<file path="src/rtl/cpu_mem_pkg.sv">
// Shared definitions for the CPU-to-SRAM bridge: one-hot state encoding,
// read-latency limit and the response-kind tags used to pick a read path.
package cpu_mem_pkg;

  // One-hot state encoding, matching the core's one-hot FSM style.
  typedef enum logic [5:0] {
    IDLE = 6'b000001,
    IRD  = 6'b000010,
    DRD  = 6'b000100,
    DWR  = 6'b001000,
    IRSP = 6'b010000,
    DRSP = 6'b100000
  } state_t;

  // Largest supported SRAM read latency; it fits the 3-bit latency counter.
  localparam int RD_LATENCY_MAX = 7;
  localparam int CTR_W          = 3;

  // Which channel a read belongs to.
  typedef enum logic {
    INST = 1'b0,
    DATA = 1'b1
  } resp_kind_t;

  // Read-issue state for a given response kind.
  function automatic state_t rd_state(input resp_kind_t kind);
    return (kind == DATA) ? DRD : IRD;
  endfunction

  // Response-holding state for a given response kind.
  function automatic state_t rsp_state(input resp_kind_t kind);
    return (kind == DATA) ? DRSP : IRSP;
  endfunction

endpackage

</file>
<file path="src/rtl/cpu_mem_bridge_rd_latency_ctr.sv">
// Loadable down-counter that times the SRAM read latency. done is high
// whenever the count is zero; the count holds at zero once it gets there.
module rd_latency_ctr
  import cpu_mem_pkg::*;
(
  input  logic             clk,
  input  logic             rst,
  input  logic             load,
  input  logic [CTR_W-1:0] load_val,
  input  logic             dec,
  output logic             done
);

  logic [CTR_W-1:0] count_reg;
  logic [CTR_W-1:0] count_next;

  // Load has priority over decrement; decrement saturates at zero.
  always_comb begin
    count_next = count_reg;
    if (load) begin
      count_next = load_val;
    end else if (dec && (count_reg != '0)) begin
      count_next = count_reg - 1'b1;
    end
  end

  // Count register, cleared by the active-low synchronous reset.
  always_ff @(posedge clk) begin
    if (!rst) begin
      count_reg <= '0;
    end else begin
      count_reg <= count_next;
    end
  end

  assign done = (count_reg == '0);

endmodule

</file>
<file path="src/rtl/cpu_mem_bridge.sv">
// Bridge between the multi-cycle MIPS core's fetch/data channels and a
// single synchronous SRAM port with fixed read latency. One request is
// served at a time; data requests win over fetches, and each read word is
// held in a response buffer until the core acknowledges it.
module cpu_mem_bridge
  import cpu_mem_pkg::*;
#(
  parameter int ADDR_W     = 16,
  parameter int RD_LATENCY = 1
) (
  input  logic              clk,
  input  logic              rst,
  input  logic [31:0]       PC,
  input  logic              Inst_Req_Valid,
  output logic              Inst_Req_Ack,
  output logic [31:0]       Instruction,
  output logic              Inst_Valid,
  input  logic              Inst_Ack,
  input  logic [31:0]       Address,
  input  logic              MemWrite,
  input  logic [31:0]       Write_data,
  input  logic [3:0]        Write_strb,
  input  logic              MemRead,
  output logic              Mem_Req_Ack,
  output logic [31:0]       Read_data,
  output logic              Read_data_Valid,
  input  logic              Read_data_Ack,
  output logic              mem_en,
  output logic [3:0]        mem_we,
  output logic [ADDR_W-1:0] mem_addr,
  output logic [31:0]       mem_wdata,
  input  logic [31:0]       mem_rdata
);

  state_t            state_reg, state_next;
  logic [31:0]       buf_reg, buf_next;
  logic              mem_en_reg, mem_en_next;
  logic [3:0]        mem_we_reg, mem_we_next;
  logic [ADDR_W-1:0] mem_addr_reg, mem_addr_next;
  logic [31:0]       mem_wdata_reg, mem_wdata_next;
  logic              inst_req_ack, mem_req_ack;
  logic              ctr_load, ctr_dec, ctr_done;
  resp_kind_t        req_kind;

  // Byte-address bits outside the SRAM word range are intentionally ignored,
  // which also makes the SRAM address wrap modulo 2^ADDR_W.
  logic unused_addr_bits;
  assign unused_addr_bits = ^{PC[31:ADDR_W+2], PC[1:0],
                              Address[31:ADDR_W+2], Address[1:0]};

  rd_latency_ctr u_rd_latency_ctr (
    .clk      (clk),
    .rst      (rst),
    .load     (ctr_load),
    .load_val (CTR_W'(RD_LATENCY)),
    .dec      (ctr_dec),
    .done     (ctr_done)
  );

  // The counter is loaded on read acceptance so it reaches zero exactly in
  // the cycle mem_rdata is valid, RD_LATENCY cycles after the enable cycle.
  assign ctr_dec = (state_reg == IRD) || (state_reg == DRD);

  // Next-state, arbitration and registered-output next values.
  always_comb begin
    state_next     = state_reg;
    buf_next       = buf_reg;
    mem_en_next    = 1'b0;
    mem_we_next    = 4'b0000;
    mem_addr_next  = mem_addr_reg;
    mem_wdata_next = mem_wdata_reg;
    inst_req_ack   = 1'b0;
    mem_req_ack    = 1'b0;
    ctr_load       = 1'b0;
    req_kind       = MemRead ? DATA : INST;
    unique case (state_reg)
      IDLE: begin
        mem_req_ack  = MemRead | MemWrite;
        inst_req_ack = Inst_Req_Valid & ~MemRead & ~MemWrite;
        if (MemWrite) begin
          // A write wins over a simultaneous read; the read is dropped.
          state_next     = DWR;
          mem_en_next    = 1'b1;
          mem_we_next    = Write_strb;
          mem_addr_next  = Address[ADDR_W+1:2];
          mem_wdata_next = Write_data;
        end else if (MemRead || Inst_Req_Valid) begin
          state_next    = rd_state(req_kind);
          mem_en_next   = 1'b1;
          mem_addr_next = MemRead ? Address[ADDR_W+1:2] : PC[ADDR_W+1:2];
          ctr_load      = 1'b1;
          if (MemRead) begin
            mem_wdata_next = Write_data;
          end
        end
      end
      DWR: begin
        state_next = IDLE;
      end
      IRD, DRD: begin
        if (ctr_done) begin
          buf_next   = mem_rdata;
          state_next = rsp_state((state_reg == DRD) ? DATA : INST);
        end
      end
      IRSP: begin
        if (Inst_Ack) begin
          state_next = IDLE;
        end
      end
      DRSP: begin
        if (Read_data_Ack) begin
          state_next = IDLE;
        end
      end
      default: begin
        state_next = IDLE;
      end
    endcase
  end

  // State and registered outputs, with active-low synchronous reset.
  always_ff @(posedge clk) begin
    if (!rst) begin
      state_reg     <= IDLE;
      buf_reg       <= '0;
      mem_en_reg    <= 1'b0;
      mem_we_reg    <= 4'b0000;
      mem_addr_reg  <= '0;
      mem_wdata_reg <= '0;
    end else begin
      state_reg     <= state_next;
      buf_reg       <= buf_next;
      mem_en_reg    <= mem_en_next;
      mem_we_reg    <= mem_we_next;
      mem_addr_reg  <= mem_addr_next;
      mem_wdata_reg <= mem_wdata_next;
    end
  end

  // Simulation check: the core must not raise read and write together.
  always @(posedge clk) begin
    if (rst && (state_reg == IDLE)) begin
      assert (!(MemRead && MemWrite))
        else $error("cpu_mem_bridge: MemRead and MemWrite together, read dropped");
    end
  end

  assign Inst_Req_Ack    = inst_req_ack;
  assign Mem_Req_Ack     = mem_req_ack;
  assign Inst_Valid      = (state_reg == IRSP);
  assign Read_data_Valid = (state_reg == DRSP);
  assign Instruction     = buf_reg;
  assign Read_data       = buf_reg;
  assign mem_en          = mem_en_reg;
  assign mem_we          = mem_we_reg;
  assign mem_addr        = mem_addr_reg;
  assign mem_wdata       = mem_wdata_reg;

endmodule

</file>
<file path="config.mk">
export PLATFORM = sky130hd
export DESIGN_NAME = cpu_mem_bridge
export DESIGN_NICKNAME = d
export VERILOG_FILES = /design/src/rtl/cpu_mem_pkg.sv /design/src/rtl/cpu_mem_bridge_rd_latency_ctr.sv /design/src/rtl/cpu_mem_bridge.sv
export SDC_FILE = /design/constraint.sdc
export NUM_CORES = 1
export LEC_CHECK = 0
export CAP_MARGIN = 20
export CORE_UTILIZATION = 39
export CTS_CLUSTER_DIAMETER = 60
export CTS_CLUSTER_SIZE = 28
export DETAILED_ROUTE_END_ITERATION = 16
export GPL_ROUTABILITY_DRIVEN = 0
export PLACE_DENSITY = 0.85
export SLEW_MARGIN = 5
export SYNTH_ARGS = -nofsm -noshare
export SYNTH_HDL_FRONTEND = slang
export SYNTH_HIERARCHICAL = 1
export SYNTH_SLANG_ARGS = --single-unit
</file>
<file path="constraint.sdc">
create_clock -name clk -period 3.7 [get_ports clk]
set_input_delay 0.74 -clock clk [delete_from_list [all_inputs] [get_ports clk]]
set_output_delay 0.74 -clock clk [all_outputs]
set_load 0.01 [all_outputs]
</file>
======== Word-level counts from Yosys, hierarchy flattened ========
Index checks and enable logic that the tools add are counted.
storage, ports and cells
  output and inout bits ................... 121
  input bits .............................. 139
  word-level logic and storage cells ...... 64
  bits in registers ....................... 94
operators by class
  mux-type cells .......................... 24
  add/sub/neg operators ................... 1
  reductions and logical operators ........ 16
  bitwise logic cells ..................... 6
  eq/ne operators ......................... 9
operator list
  operator               number
  $mux W32               3
  $mux W16               3
  $mux W6                6
  $pmux W6 S4            1
  $mux W1                10
  $eq A6 B1 Y1 const B   1
  $eq A6 B2 Y1 const B   1
  $eq A6 B3 Y1 const B   1
  $eq A6 B5 Y1 const B   1
  $eq A6 B6 Y1 const B   1
  $reduce_and A2 Y1      3
  $reduce_and A3 Y1      2
  $reduce_bool A2 Y1     3
  $ne A2 B1 Y1 const B   2
  $reduce_and A4 Y1      1
  $reduce_or A2 Y1       2
  $logic_not A3 Y1       1
  $mux W3                1
  $ne A3 B3 Y1 const B   1
  $not A1 Y1             3
  $reduce_bool A3 Y1     1
  $sub A3 B1 Y3 const B  1
  $and A1 B1 Y1          2
  $logic_or A1 B1 Y1     2
  other kinds (3)        3

======== Logic depth before layout (Yosys ltp) ========
  depth in word-level cells ............... 5
  depth in mapped cells ................... 8
  depth with buffers taken out ............ 6

======== Modules after synthesis ========
The synthesis kept the hierarchy.
modules (own cells, without submodules)
  module          times used  cells each  sequential area each (um^2)  area each (um^2)
  cpu_mem_bridge  1           461         1,821.7                      3,876.2
  rd_latency_ctr  1           21          60.1                         185.2

======== Worst setup path after synthesis ========
Ideal clock, no wire load.
  path kind ............................... input-to-output
  start point ............................. input port MemRead
  end point ............................... output port Mem_Req_Ack
  arrival ................................. 1.629 ns
  data required time ...................... 2.960 ns
  stages on the path ...................... 5
  setup slack ............................. 1.331 ns
  path buffers ............................ 2
  cell sequence ........................... or2_2 clkbuf_1 nand3_1 inv_1 buf_2
on the way
  longest elaborated chain between the ends .. 2
RTL lines
  item             RTL line              source
  start, declared  cpu_mem_bridge.sv:23  input logic MemRead,
  $or A1 B1 Y1     cpu_mem_bridge.sv:78  mem_req_ack = MemRead | MemWrite;
  $mux W1          cpu_mem_bridge.sv:76  unique case (state_reg)
  end, declared    cpu_mem_bridge.sv:24  output logic Mem_Req_Ack,
No other way between the ends.

======== Worst setup path in the final report ========
  start point ............................. input port MemWrite
  end point ............................... output port Mem_Req_Ack
on the way
  longest elaborated chain between the ends .. 2
RTL lines
  item             RTL line              source
  start, declared  cpu_mem_bridge.sv:20  input logic MemWrite,
  $or A1 B1 Y1     cpu_mem_bridge.sv:78
  $mux W1          cpu_mem_bridge.sv:76
No other way between the ends.

==> impl_metrics.py <==
metrics = {
    "cts": {
        "cts-hold-fix-buffers": 0,
        "count_of_instances_resized_after_the_clock_tree_is_built": 0,
        "insertion_delay_of_the_later_clocked_pin_in_the_worst_skew_pair_ns": 0.36,
        "clockBufferDepth": 2,
        "numClockSinks": 94,
        "tritoncts": "done",
        "postCtsSetupRepairBufs": 0,
        "clock_tree.htree_level_count": 3,
        "tritoncts.num_buffers": 9,
        "clock_tree.root_cell": "clkbuf_8",
        "worst_setup_hold_path_clk_slew_ns": 0.09,
    },
    "sta": {
        "setup_viol": 0,
        "fin_crit_ns": 3.213,
        "totalNegativeSetupSlack_ns": 0,
        "endpoints_failing_hold": 0,
        "grt_setup_unrepaired": "false",
        "tightestPinTransition_ns": 0.8996,
        "fin_skew_ns": 0.01021,
        "final.period_utilization_pct": 86.84,
        "fmax_ghz": 0.3112,
        "timing.final.max_slew_violations": 0,
        "fin_ws_ns": 0.4870,
        "slew_headroom_pct": 40.03,
    },
    "cells_and_area": {
        "syn2layout_area_growth_pct": 57.15,
        "drive_gt1_share_pct": 4.335,
        "layout_common_cells": "clkdlybuf4s50_1, nand2_1, dfxtp_1, a21boi_0, nand3_1",
        "finish.net_count": 805,
        "antennaDiodeCount": 0,
        "mostFrequentLayoutCell": "clkdlybuf4s50_1",
        "post_layout_cell_count": 802,
    },
    "setup_path": {
        "setup.worst_path.start_class": "input pin",
        "timing.critical_path.fanout_max": 17,
        "worst_ep_required_time_ns": 2.96,
        "worstPathCellList": "clkdlybuf4s50_1 -> or2_2 -> nand3_1 -> inv_1 -> clkdlybuf4s50_1",
        "criticalPathCategory": "input pin to primary output",
        "worst_setup_startpoint": "MemWrite",
        "cp_data_arrival_time_ns": 2.47,
        "critical-path-top-cell-by-count": "clkdlybuf4s50_1",
        "slowest_stage": "clkdlybuf4s50_1",
        "worst_path_largest_cell_delay_ns": 0.55,
        "path_buf_inv": 3,
        "crit-reg2reg-launch": "state_reg[4]",
        "path_delay_family": "buffers and inverters",
        "kind_of_end_point_of_the_critical_path": "primary output",
    },
    "yosys": {
        "cell_count_after_synthesis": 482,
        "postSynthRegisterBits": 94,
        "area_of_the_mapped_netlist_um2": 4061,
        "unique_cell_type_count_in_the_yosys_netlist": 39,
        "number_of_synthesized_flops_with_an_enable_pin": 0,
        "yosys_most_used_dff": "dfxtp_1",
        "yosys_warnings": 6,
        "synth_async_sr_flop_share_pct": 0,
        "synth-seq-area-share_pct": 46.33,
        "postSynthAreaPerCell_um2": 8.426,
    },
    "detailed_routing": {
        "route.antenna.remaining_nets": 0,
        "drt_first_iter_violations": 153,
        "route.detailed.wl_per_inst_um": 13.19,
        "num_vias": 3872,
        "drt_pass1_iterations": 6,
        "drc": 0,
        "routed_wirelength_um": 10580,
        "detail_route.vias_per_cell": 4.828,
    },
    "power": {
        "p_leak_nw": 2.448,
        "share_seq_of_total_power_pct": 46.6,
        "post-layout-total-power_w": 0.002460,
        "combPwrFrac_pct": 24.6,
        "ir_worst_vdd_mv": 0.1990,
        "switching_fraction_pct": 27.32,
        "cellInternalPower_w": 0.001788,
        "power.density_nw_per_um2": 385.4,
        "clkPwrFrac_pct": 28.8,
        "power.net_switching_w": 0.0006720,
    },
    "floorplanning": {
        "floorplan.io_pins": 260,
        "row_count": 36,
        "die_width_um": 104.1,
        "die_area_um2": 10830,
        "die_span_in_y_um": 104.1,
        "starting_density_pct": 40.80,
        "design.core.area_um2": 9955,
    },
    "job": {
        "drv.max_cap_violation_count": 0,
    },
    "placed_design": {
        "placed_cells": 784,
        "dpl_worst_slack_ns": 0.4581,
        "hpwlAfterDp_um": 7810,
        "place.port_buffers": 227,
    },
    "global_route": {
        "first_global_vias": 3641,
        "overflow": 0,
        "grt_antenna_before_repair": 0,
        "grt_util_all_layers_pct": 19.63,
        "grt_pass1_wl_um": 17340,
        "pin_count_of_the_biggest_net_entering_global_routing": 65,
    },
    "worst_hold_path": {
        "hp-start": "mem_wdata[23]",
        "worst_hold_path_type": "flip-flop to flip-flop",
    },
    "run_status": {
        "run_status": "finished clean",
    },
}
-- synthesized netlist by cell type (3+ instances only) --
cell type,n,share of area [%]
buf_2,8,0.99
dfxtp_1,94,46
nand2_1,166,15
o211a_1,16,3.9
nor2_1,5,0.46
nand4b_1,3,0.65
a21boi_0,62,11
and3_1,3,0.46
nand3_1,18,2.2
and2_1,5,0.77
nor3b_1,3,0.55
a21boi_1,4,0.74
buf_4,33,6.1
clkbuf_1,21,1.9
inv_1,5,0.46
o21a_1,3,0.55
-- worst min-delay path, delay by kind of cell, from the launching register on --
| family | cells | cell delay (ns) |
|---|---|---|
| flops | 1 | 0.32 |
| compound gates | 1 | 0.06 |
| simple gates | 1 | 0.05 |
-- worst paths after layout --
kind | endpoint | depth (start not counted) | slack, ns
setup / recovery | Mem_Req_Ack | 5 | 0.49
hold / removal | mem_wdata[23] | 2 | 0.47
setup reg to reg | Instruction[10] | 5 | 1.41
hold reg to reg | mem_wdata[23] | 2 | 0.47
-- through the flow --
step	hold WS (ns)	cell area, um2	util (%)
2_1_floorplan	0.4876	4065	-
4_1_cts	0.4695	6356	63.85
6_report	0.4655	6382	64.12
5_1_grt	0.4779	6382	64.12
3_3_place_gp	0.4509	6147	61.75
3_5_place_dp	0.4576	6147	61.75
-- power groups by stage --
stage                     logic, W  registers (W)  clock network [W]
after floorplan           0.000251        0.00120                  0
after global placement    0.000593        0.00116                  0
after detailed placement  0.000606        0.00117                  0
after CTS                 0.000609        0.00115           0.000735
after global routing      0.000659        0.00116           0.000772
final                     0.000604        0.00115           0.000709
-- routing by layer --
metal	share of wire, %	up-vias	track usage (%)
met1	40	1782	21.63
met5	0	-	0
met2	50	156	34.57
met4	2.2	0	8.061
met3	7.5	22	6.454
li1	-	1912	-
-- logic make-up (layout without fill, tap and decap cells) --
| kind of cell | after synthesis | after routing | share of synthesized area [%] |
|---|---|---|---|
| compound gates | 92 | 92 | 17.84 |
| xor+xnor | 3 | 3 | 0.6471 |
| fa+ha+maj | 2 | 2 | 0.6160 |
| buf+inv | 69 | 255 | 10.04 |
| flops | 94 | 94 | 46.33 |
| mux | 2 | 2 | 0.4929 |
| other cells | 2 | 3 | 0.1849 |
| simple gates | 218 | 218 | 23.85 |
-- area by class of cell --
cell class,count,area [um2]
Tap cell,133,166.4
Fill cell,797,3572
Clock buffer,11,151.4
Clock inverter,5,57.56
Multi-Input combinational cell,320,1775
Inverter,5,18.77
Sequential cell,94,1882
Timing Repair Buffer,234,2331
Power figures use the tool's default switching activity.
